### config.mk
export PLATFORM = sky130hd
export DESIGN_NAME = ln_param_streamer_flat
export DESIGN_NICKNAME = d
export VERILOG_FILES = /design/src/rtl/ln_param_streamer_if.sv /design/src/rtl/ln_param_streamer.sv /design/src/flat_wrapper.sv
export SDC_FILE = /design/constraint.sdc
export NUM_CORES = 1
export LEC_CHECK = 0
export CORE_AREA = 2 2 204 256
export CTS_BUF_LIST = sky130_fd_sc_hd__clkbuf_16
export CTS_CLUSTER_DIAMETER = 50
export DETAILED_ROUTE_END_ITERATION = 8
export DIE_AREA = 0 0 206 258
export GPL_ROUTABILITY_DRIVEN = 0
export HOLD_SLACK_MARGIN = 0.15
export PLACE_DENSITY = 0.81
export SYNTH_ARGS = -nofsm -noshare
export SYNTH_HDL_FRONTEND = slang
export SYNTH_SLANG_ARGS = --single-unit
export TNS_END_PERCENT = 50
### constraint.sdc
create_clock -name clk -period 3.02 [get_ports clk]
set_input_delay 0.604 -clock clk [delete_from_list [all_inputs] [get_ports clk]]
set_output_delay 0.604 -clock clk [all_outputs]
set_load 0.02 [all_outputs]
### src/rtl/ln_param_streamer_if.sv
// Bundles the streamer's two buses so they travel together:
// - SRAM read side: rd_en, rd_addr, gamma_rd_data, beta_rd_data.
// - Consumer side: out_gamma, out_beta, out_vld, out_last, out_ready.
// master = streamer side, slave = SRAM model plus consumer side.
//
// Output handshake: a word moves when |out_vld && out_ready on a rising clk.
// While a word is offered and not taken, all out_* fields stay unchanged.
// out_ready may toggle freely and has no effect while out_vld is zero.
interface ln_param_streamer_if #(
  parameter int BUS_NUM    = 8,
  parameter int ADDR_WIDTH = 8,
  parameter int W          = 16
);
  logic                    rd_en;
  logic [ADDR_WIDTH-1:0]   rd_addr;
  logic [BUS_NUM*W-1:0]    gamma_rd_data;
  logic [BUS_NUM*W-1:0]    beta_rd_data;
  logic [BUS_NUM*W-1:0]    out_gamma;
  logic [BUS_NUM*W-1:0]    out_beta;
  logic [BUS_NUM-1:0]      out_vld;
  logic                    out_last;
  logic                    out_ready;

  modport master (
    output rd_en, rd_addr, out_gamma, out_beta, out_vld, out_last,
    input  gamma_rd_data, beta_rd_data, out_ready
  );

  modport slave (
    input  rd_en, rd_addr, out_gamma, out_beta, out_vld, out_last,
    output gamma_rd_data, beta_rd_data, out_ready
  );
endinterface

### src/rtl/ln_param_streamer.sv
// Streams per-channel LayerNorm gamma/beta words out of two parameter SRAMs.
// - Reads are issued against a 2-credit budget, so the FIFO plus the read in
//   flight never hold more than two words.
// - Each word lands in a 2-entry skid FIFO together with its lane mask and
//   last flag, both decided when the read is issued.
// - state_dbg exposes the FSM state for observation.
module ln_param_streamer #(
  parameter int BUS_NUM        = 8,
  parameter int DATA_NUM_WIDTH = 10,
  parameter int ADDR_WIDTH     = 8,
  parameter int sig_width      = 7,
  parameter int exp_width      = 8
) (
  input  logic                      clk,
  input  logic                      rst_n,
  input  logic                      start,
  input  logic [DATA_NUM_WIDTH-1:0] in_data_num,
  input  logic [ADDR_WIDTH-1:0]     in_base_addr,
  ln_param_streamer_if.master       bus,
  output logic                      busy,
  output logic                      done,
  output logic [1:0]                state_dbg
);
  localparam int W  = sig_width + exp_width + 1;
  localparam int BW = BUS_NUM * W;
  localparam int LB = $clog2(BUS_NUM);
  localparam int RW = LB + 1;

  typedef enum logic [1:0] {IDLE = 2'd0, FETCH = 2'd1, DRAIN = 2'd2} state_t;
  state_t state, state_nxt;

  logic [DATA_NUM_WIDTH-1:0] n_words_q, issue_idx, n_words_calc;
  logic [RW-1:0]             rem_q, rem_calc;
  logic [ADDR_WIDTH-1:0]     base_q;
  logic [1:0]                credits;
  logic                      pend_vld, pend_last;
  logic [BUS_NUM-1:0]        pend_mask, issue_mask;
  logic [BW-1:0]             fifo_g [2];
  logic [BW-1:0]             fifo_b [2];
  logic [BUS_NUM-1:0]        fifo_m [2];
  logic                      fifo_l [2];
  logic                      rd_ptr, wr_ptr;
  logic [1:0]                fifo_cnt;
  logic                      start_ok, issue, last_issue, pop, head_last;
  logic [LB-1:0]             low_bits;
  logic [BW-1:0]             wr_g, wr_b;

  // Word count is a ceiling divide by the (power-of-two) lane count; the
  // final word carries rem lanes, which is BUS_NUM when the count divides evenly.
  assign low_bits     = in_data_num[LB-1:0];
  assign n_words_calc = (in_data_num >> LB) + DATA_NUM_WIDTH'(low_bits != '0);
  assign rem_calc     = (low_bits == '0) ? RW'(BUS_NUM) : {1'b0, low_bits};

  assign start_ok   = (state == IDLE) && start && (in_data_num != '0);
  assign last_issue = (issue_idx == n_words_q - DATA_NUM_WIDTH'(1));
  assign pop        = (fifo_cnt != 2'd0) && bus.out_ready;
  assign head_last  = fifo_l[rd_ptr];
  // A pop in the same cycle frees a slot, so an issue may reuse it at once.
  assign issue      = (state == FETCH) && ((credits != 2'd0) || pop);

  assign bus.rd_en     = issue;
  assign bus.rd_addr   = issue ? (base_q + ADDR_WIDTH'(issue_idx)) : '0;
  assign bus.out_gamma = (fifo_cnt != 2'd0) ? fifo_g[rd_ptr] : '0;
  assign bus.out_beta  = (fifo_cnt != 2'd0) ? fifo_b[rd_ptr] : '0;
  assign bus.out_vld   = (fifo_cnt != 2'd0) ? fifo_m[rd_ptr] : '0;
  assign bus.out_last  = (fifo_cnt != 2'd0) ? fifo_l[rd_ptr] : 1'b0;
  assign busy          = (state != IDLE);
  assign state_dbg     = state;

  // Lane mask for the word being issued: only the final word is partial.
  always_comb begin
    issue_mask = '1;
    if (last_issue) begin
      for (int i = 0; i < BUS_NUM; i++) issue_mask[i] = (RW'(i) < rem_q);
    end
  end

  // Zero the lanes beyond the mask as the SRAM data enters the FIFO.
  always_comb begin
    wr_g = bus.gamma_rd_data;
    wr_b = bus.beta_rd_data;
    for (int i = 0; i < BUS_NUM; i++) begin
      if (!pend_mask[i]) begin
        wr_g[i*W +: W] = '0;
        wr_b[i*W +: W] = '0;
      end
    end
  end

  // Next-state logic: IDLE -> FETCH on a non-empty start, FETCH -> DRAIN after
  // the final read, DRAIN -> IDLE once the final word has been taken.
  always_comb begin
    state_nxt = state;
    case (state)
      IDLE:    if (start_ok) state_nxt = FETCH;
      FETCH:   if (issue && last_issue) state_nxt = DRAIN;
      DRAIN:   if (pop && head_last) state_nxt = IDLE;
      default: state_nxt = IDLE;
    endcase
  end

  // FSM state register.
  always_ff @(posedge clk or negedge rst_n) begin
    if (!rst_n) state <= IDLE;
    else        state <= state_nxt;
  end

  // Row parameters latch on an accepted start; the issue index then advances per read.
  always_ff @(posedge clk or negedge rst_n) begin
    if (!rst_n) begin
      n_words_q <= '0;
      rem_q     <= '0;
      base_q    <= '0;
      issue_idx <= '0;
    end else if (start_ok) begin
      n_words_q <= n_words_calc;
      rem_q     <= rem_calc;
      base_q    <= in_base_addr;
      issue_idx <= '0;
    end else if (issue) begin
      issue_idx <= issue_idx + DATA_NUM_WIDTH'(1);
    end
  end

  // Credits: an issue spends one and a pop returns one; both together cancel.
  always_ff @(posedge clk or negedge rst_n) begin
    if (!rst_n) begin
      credits <= 2'd2;
    end else begin
      case ({issue, pop})
        2'b10:   credits <= credits - 2'd1;
        2'b01:   credits <= credits + 2'd1;
        default: credits <= credits;
      endcase
    end
  end

  // The read in flight carries its mask and last flag until the SRAM data returns.
  always_ff @(posedge clk or negedge rst_n) begin
    if (!rst_n) begin
      pend_vld  <= 1'b0;
      pend_last <= 1'b0;
      pend_mask <= '0;
    end else begin
      pend_vld  <= issue;
      pend_last <= issue && last_issue;
      pend_mask <= issue_mask;
    end
  end

  // Two-entry skid FIFO: push the returned read and pop on a handshake.
  always_ff @(posedge clk or negedge rst_n) begin
    if (!rst_n) begin
      for (int i = 0; i < 2; i++) begin
        fifo_g[i] <= '0;
        fifo_b[i] <= '0;
        fifo_m[i] <= '0;
        fifo_l[i] <= 1'b0;
      end
      rd_ptr   <= 1'b0;
      wr_ptr   <= 1'b0;
      fifo_cnt <= 2'd0;
    end else begin
      if (pend_vld) begin
        fifo_g[wr_ptr] <= wr_g;
        fifo_b[wr_ptr] <= wr_b;
        fifo_m[wr_ptr] <= pend_mask;
        fifo_l[wr_ptr] <= pend_last;
        wr_ptr         <= ~wr_ptr;
      end
      if (pop) rd_ptr <= ~rd_ptr;
      case ({pend_vld, pop})
        2'b10:   fifo_cnt <= fifo_cnt + 2'd1;
        2'b01:   fifo_cnt <= fifo_cnt - 2'd1;
        default: fifo_cnt <= fifo_cnt;
      endcase
    end
  end

  // Pulse done in the cycle after the final word's handshake.
  always_ff @(posedge clk or negedge rst_n) begin
    if (!rst_n) done <= 1'b0;
    else        done <= pop && head_last;
  end
endmodule

### src/flat_wrapper.sv
// flat-port wrapper written by rule: the top's interface ports become plain ports
module ln_param_streamer_flat 
#(
  parameter int BUS_NUM        = 8,
  parameter int DATA_NUM_WIDTH = 10,
  parameter int ADDR_WIDTH     = 8,
  parameter int sig_width      = 7,
  parameter int exp_width      = 8
)
  (clk, rst_n, start, in_data_num, in_base_addr, busy, done, state_dbg, bus_rd_en, bus_rd_addr, bus_out_gamma, bus_out_beta, bus_out_vld, bus_out_last, bus_gamma_rd_data, bus_beta_rd_data, bus_out_ready);
  ln_param_streamer_if #(.BUS_NUM(BUS_NUM), .ADDR_WIDTH(ADDR_WIDTH), .W((16))) bus_i ();
  input  logic clk;
  input  logic rst_n;
  input  logic start;
  input  logic [DATA_NUM_WIDTH-1:0] in_data_num;
  input  logic [ADDR_WIDTH-1:0] in_base_addr;
  output logic busy;
  output logic done;
  output logic [1:0] state_dbg;
  output wire logic [$bits(bus_i.rd_en)-1:0] bus_rd_en;
  output wire logic [$bits(bus_i.rd_addr)-1:0] bus_rd_addr;
  output wire logic [$bits(bus_i.out_gamma)-1:0] bus_out_gamma;
  output wire logic [$bits(bus_i.out_beta)-1:0] bus_out_beta;
  output wire logic [$bits(bus_i.out_vld)-1:0] bus_out_vld;
  output wire logic [$bits(bus_i.out_last)-1:0] bus_out_last;
  input wire logic [$bits(bus_i.gamma_rd_data)-1:0] bus_gamma_rd_data;
  input wire logic [$bits(bus_i.beta_rd_data)-1:0] bus_beta_rd_data;
  input wire logic [$bits(bus_i.out_ready)-1:0] bus_out_ready;
  assign bus_rd_en = bus_i.rd_en;
  assign bus_rd_addr = bus_i.rd_addr;
  assign bus_out_gamma = bus_i.out_gamma;
  assign bus_out_beta = bus_i.out_beta;
  assign bus_out_vld = bus_i.out_vld;
  assign bus_out_last = bus_i.out_last;
  assign bus_i.gamma_rd_data = bus_gamma_rd_data;
  assign bus_i.beta_rd_data = bus_beta_rd_data;
  assign bus_i.out_ready = bus_out_ready;
  ln_param_streamer #(.BUS_NUM(BUS_NUM), .DATA_NUM_WIDTH(DATA_NUM_WIDTH), .ADDR_WIDTH(ADDR_WIDTH), .sig_width(sig_width), .exp_width(exp_width)) u_core (.clk(clk), .rst_n(rst_n), .start(start), .in_data_num(in_data_num), .in_base_addr(in_base_addr), .bus(bus_i), .busy(busy), .done(done), .state_dbg(state_dbg));
endmodule
==> reports/summary.txt <==
Commonest register cell after synthesis: dfrtp_1
Worst EP required: 2420 ps
Headroom to the max-slew limit: 18.1%
Final setup vio count: 2
Core area: 51000 µm²
Initial DRC count: 1741
RSZ-0062 raised after global routing: yes
Met2 Resource Use GR: 48.7%
Pins Over Slew Limit: 0
Number of flops mapped to enable cells by yosys: 0
Final core utilization: 68.3%
Met1 global-route usage: 35.2%
Met3 Use GR: 3.92%
Cells after Synth: 2835
Leak pwr: 17.6 nW
Syn nets: 3126
Slew @ Worst Pin: 1230 ps
Setup_tns: -135 ps
Cell with the most instances after synthesis: nand2_1
Vias in the first global route: 23018
# IOs: 556
Hold_ws: 478 ps
Seq cells post-synth: 579
Design area: 34800 µm²
Initial antenna violation count: 20
Gr usage total: 28.9%
Final nets: 3629
Yosys cell types: 55
CP Capture Type: primary output
Insertion delay to the later sink of the worst-skew pair: 600 ps
Detailed placement HPWL: 53.4 mm
Reg area: 14500 µm²
Sink Count: 579
Ratio of cells with drive above 1 in the final layout: 6.80%
Port bufs: 555
Rows: 93
FILL cells: 3876
Multi-input logic area: 10800 µm²
Synth top cells by count: nand2_1, dfrtp_1, o21ai_0
Skew final: 17.9 ps
Die X-Extent: 206 µm
Post-route setup slack: -92.0 ps
CP Max Fanout: 2
Chip height: 258 µm
Post-synth top area cell: dfrtp_1
Power, Total: 0.0428 W
Root Buffer: clkbuf_16
Total CTS buffers: 54
CTS tree: yes
First-pass iteration count of the detailed router: 6
Final min period: 3110 ps
Area grow syn2layout: 32.8%
CTS clk-pin slew, worst paths: 60 ps
CP startpoint kind: flop
Total number of yosys warnings: 0
Maxcap violations: 0
Antenna Nets Post-Route: 0
First-pass GRT wire length: 122 mm
Status: finished with violations
H-tree depth: 2
Failing checks: negative setup slack
Sequential area share after synthesis: 55.3%
Residual DRC: 0
VDD IR-drop max: 939 µV
Largest net degree at the start of global routing: 101
CP arrival: 2510 ps
F_max: 321 MHz
Hold WC Path Type: reg2reg
Top cells by area, synth: dfrtp_1, nand2_1, mux2i_1
Critical Path Start: u_core.issue_idx[0]
Hold_sp: u_core.fifo_b[192]
Asr flop ratio synth: 100%
Area share of the largest cell type after synthesis: 55.2%
Starting Density: 51.4%
GRT busiest layer: met2
WS Path Type: reg2out
Area post-placement: 32800 µm²
Clk buf depth: 3
Avg WL per Cell: 19.3 µm
Die area: 53100 µm²
Cell area after synthesis: 26200 µm²
Global route overflow: 0
Final Hold Fails: 0
Crit share post-route: 103%
FF-to-FF Start: u_core.n_words_q[0]
Vias per std cell: 5.52
Cell area power density: 1230 nW/µm²
Vias post-DR: 22446
WL final: 78.6 mm
Average size of a mapped cell: 9.24 µm²
==> report_power, final <==
| part | leakage (nW) | switching, W | internal, W |
|---|---|---|---|
| Sequential | 7.04 | 0.00213 | 0.0114 |
| Clock | 0.915 | 0.00298 | 0.00398 |
| Combinational | 9.62 | 0.0134 | 0.00889 |
| Total | 17.6 | 0.0185 | 0.0243 |
==> final timing paths <==
check                                       to  slack [ps]  depth (start not counted)
max                             bus_rd_addr[6]         -90                          8
min                         u_core.fifo_b[192]         480                          2
max reg2reg                u_core.pend_mask[6]         730                          8
min reg2reg                 u_core.fifo_b[192]         480                          2
min in group asynchronous     u_core.fifo_g[2]         590                          2
max in group asynchronous   u_core.fifo_b[207]        1500                          3
==> repair_timing <==
action | CTS | global route
cloned | 4 | 2
setup endpoints to repair | 272 | 69
pin swaps | 6 | 2
hold buffers | 1 | 0
resized for setup | 249 | 46
hold endpoints to repair | 73 | 0
buffers inserted | 10 | 2
==> registers in the layout, indices dropped and copies added, names as in the netlist, 2 cells and up <==
register          cells
u_core.fifo_g       256
u_core.base_q         8
u_core.state_dbg      2
u_core.fifo_l         2
u_core.pend_mask      8
u_core.issue_idx     10
u_core.fifo_m        16
u_core.credits        2
u_core.n_words_q      8
u_core.fifo_cnt       2
u_core.fifo_b       256
u_core.rem_q          4
==> cell families (layout without fill, tap and decap cells) <==
kind of cell	count (synthesis)	count (layout)	share of synthesized area [%]
adders and majority gates	13	13	0.650
AOI/OAI and AO/OA	552	552	10.8
muxes	295	295	11.4
and+or+nand+nor	1136	1136	17.0
xor gates and xnor gates	32	32	1.20
other	0	18	0
buffers and inverters	228	774	3.56
DFF	579	579	55.3
==> critical path: stages (launching register included) <==
cell	delay, ps
dfrtp_1	400
ha_2	210
fa_2	340
a21o_1	180
a21oi_2	190
o21ai_1	100
a21oi_2	140
mux2i_1	200
buf_4	160
==> through the flow <==
step	instances	setup slack (ps)
after global routing	4064	-224
after floorplan	2835	277
after CTS	4042	-133
after detailed placement	3928	-141
final	4064	-92.0
after global placement	3928	-149
==> final cells by class <==
cell class,instances,share of cell area (%)
antenna,18,0.129
clock buffer,55,3.96
clock inverter,44,1.19
inverter,16,0.173
multi-input combinational,2028,31.2
sequential,579,41.7
tap,665,2.39
timing repair buffer,659,19.3
==> placed cells by master (no fill, tap or decap), types with 24 or more instances in the layout <==
cell	netlist	routed
inv_1	15	24
clkdlybuf4s50_1	0	324
nand2_1	791	790
nor2_1	293	292
o21ai_1	72	73
buf_4	0	57
clkbuf_16	0	57
dfrtp_1	578	575
mux2i_1	267	258
mux2_1	28	28
buf_12	0	31
dlygate4sd2_1	0	201
o21ai_0	448	447
==> per-layer routing <==
layer / part of all wire (%) / vias up
li1: - / 10366
met1: 38 / 10909
met2: 50 / 926
met3: 5.8 / 243
met4: 5.8 / 2
met5: 0.015 / -
Power figures use the tool's default switching activity.
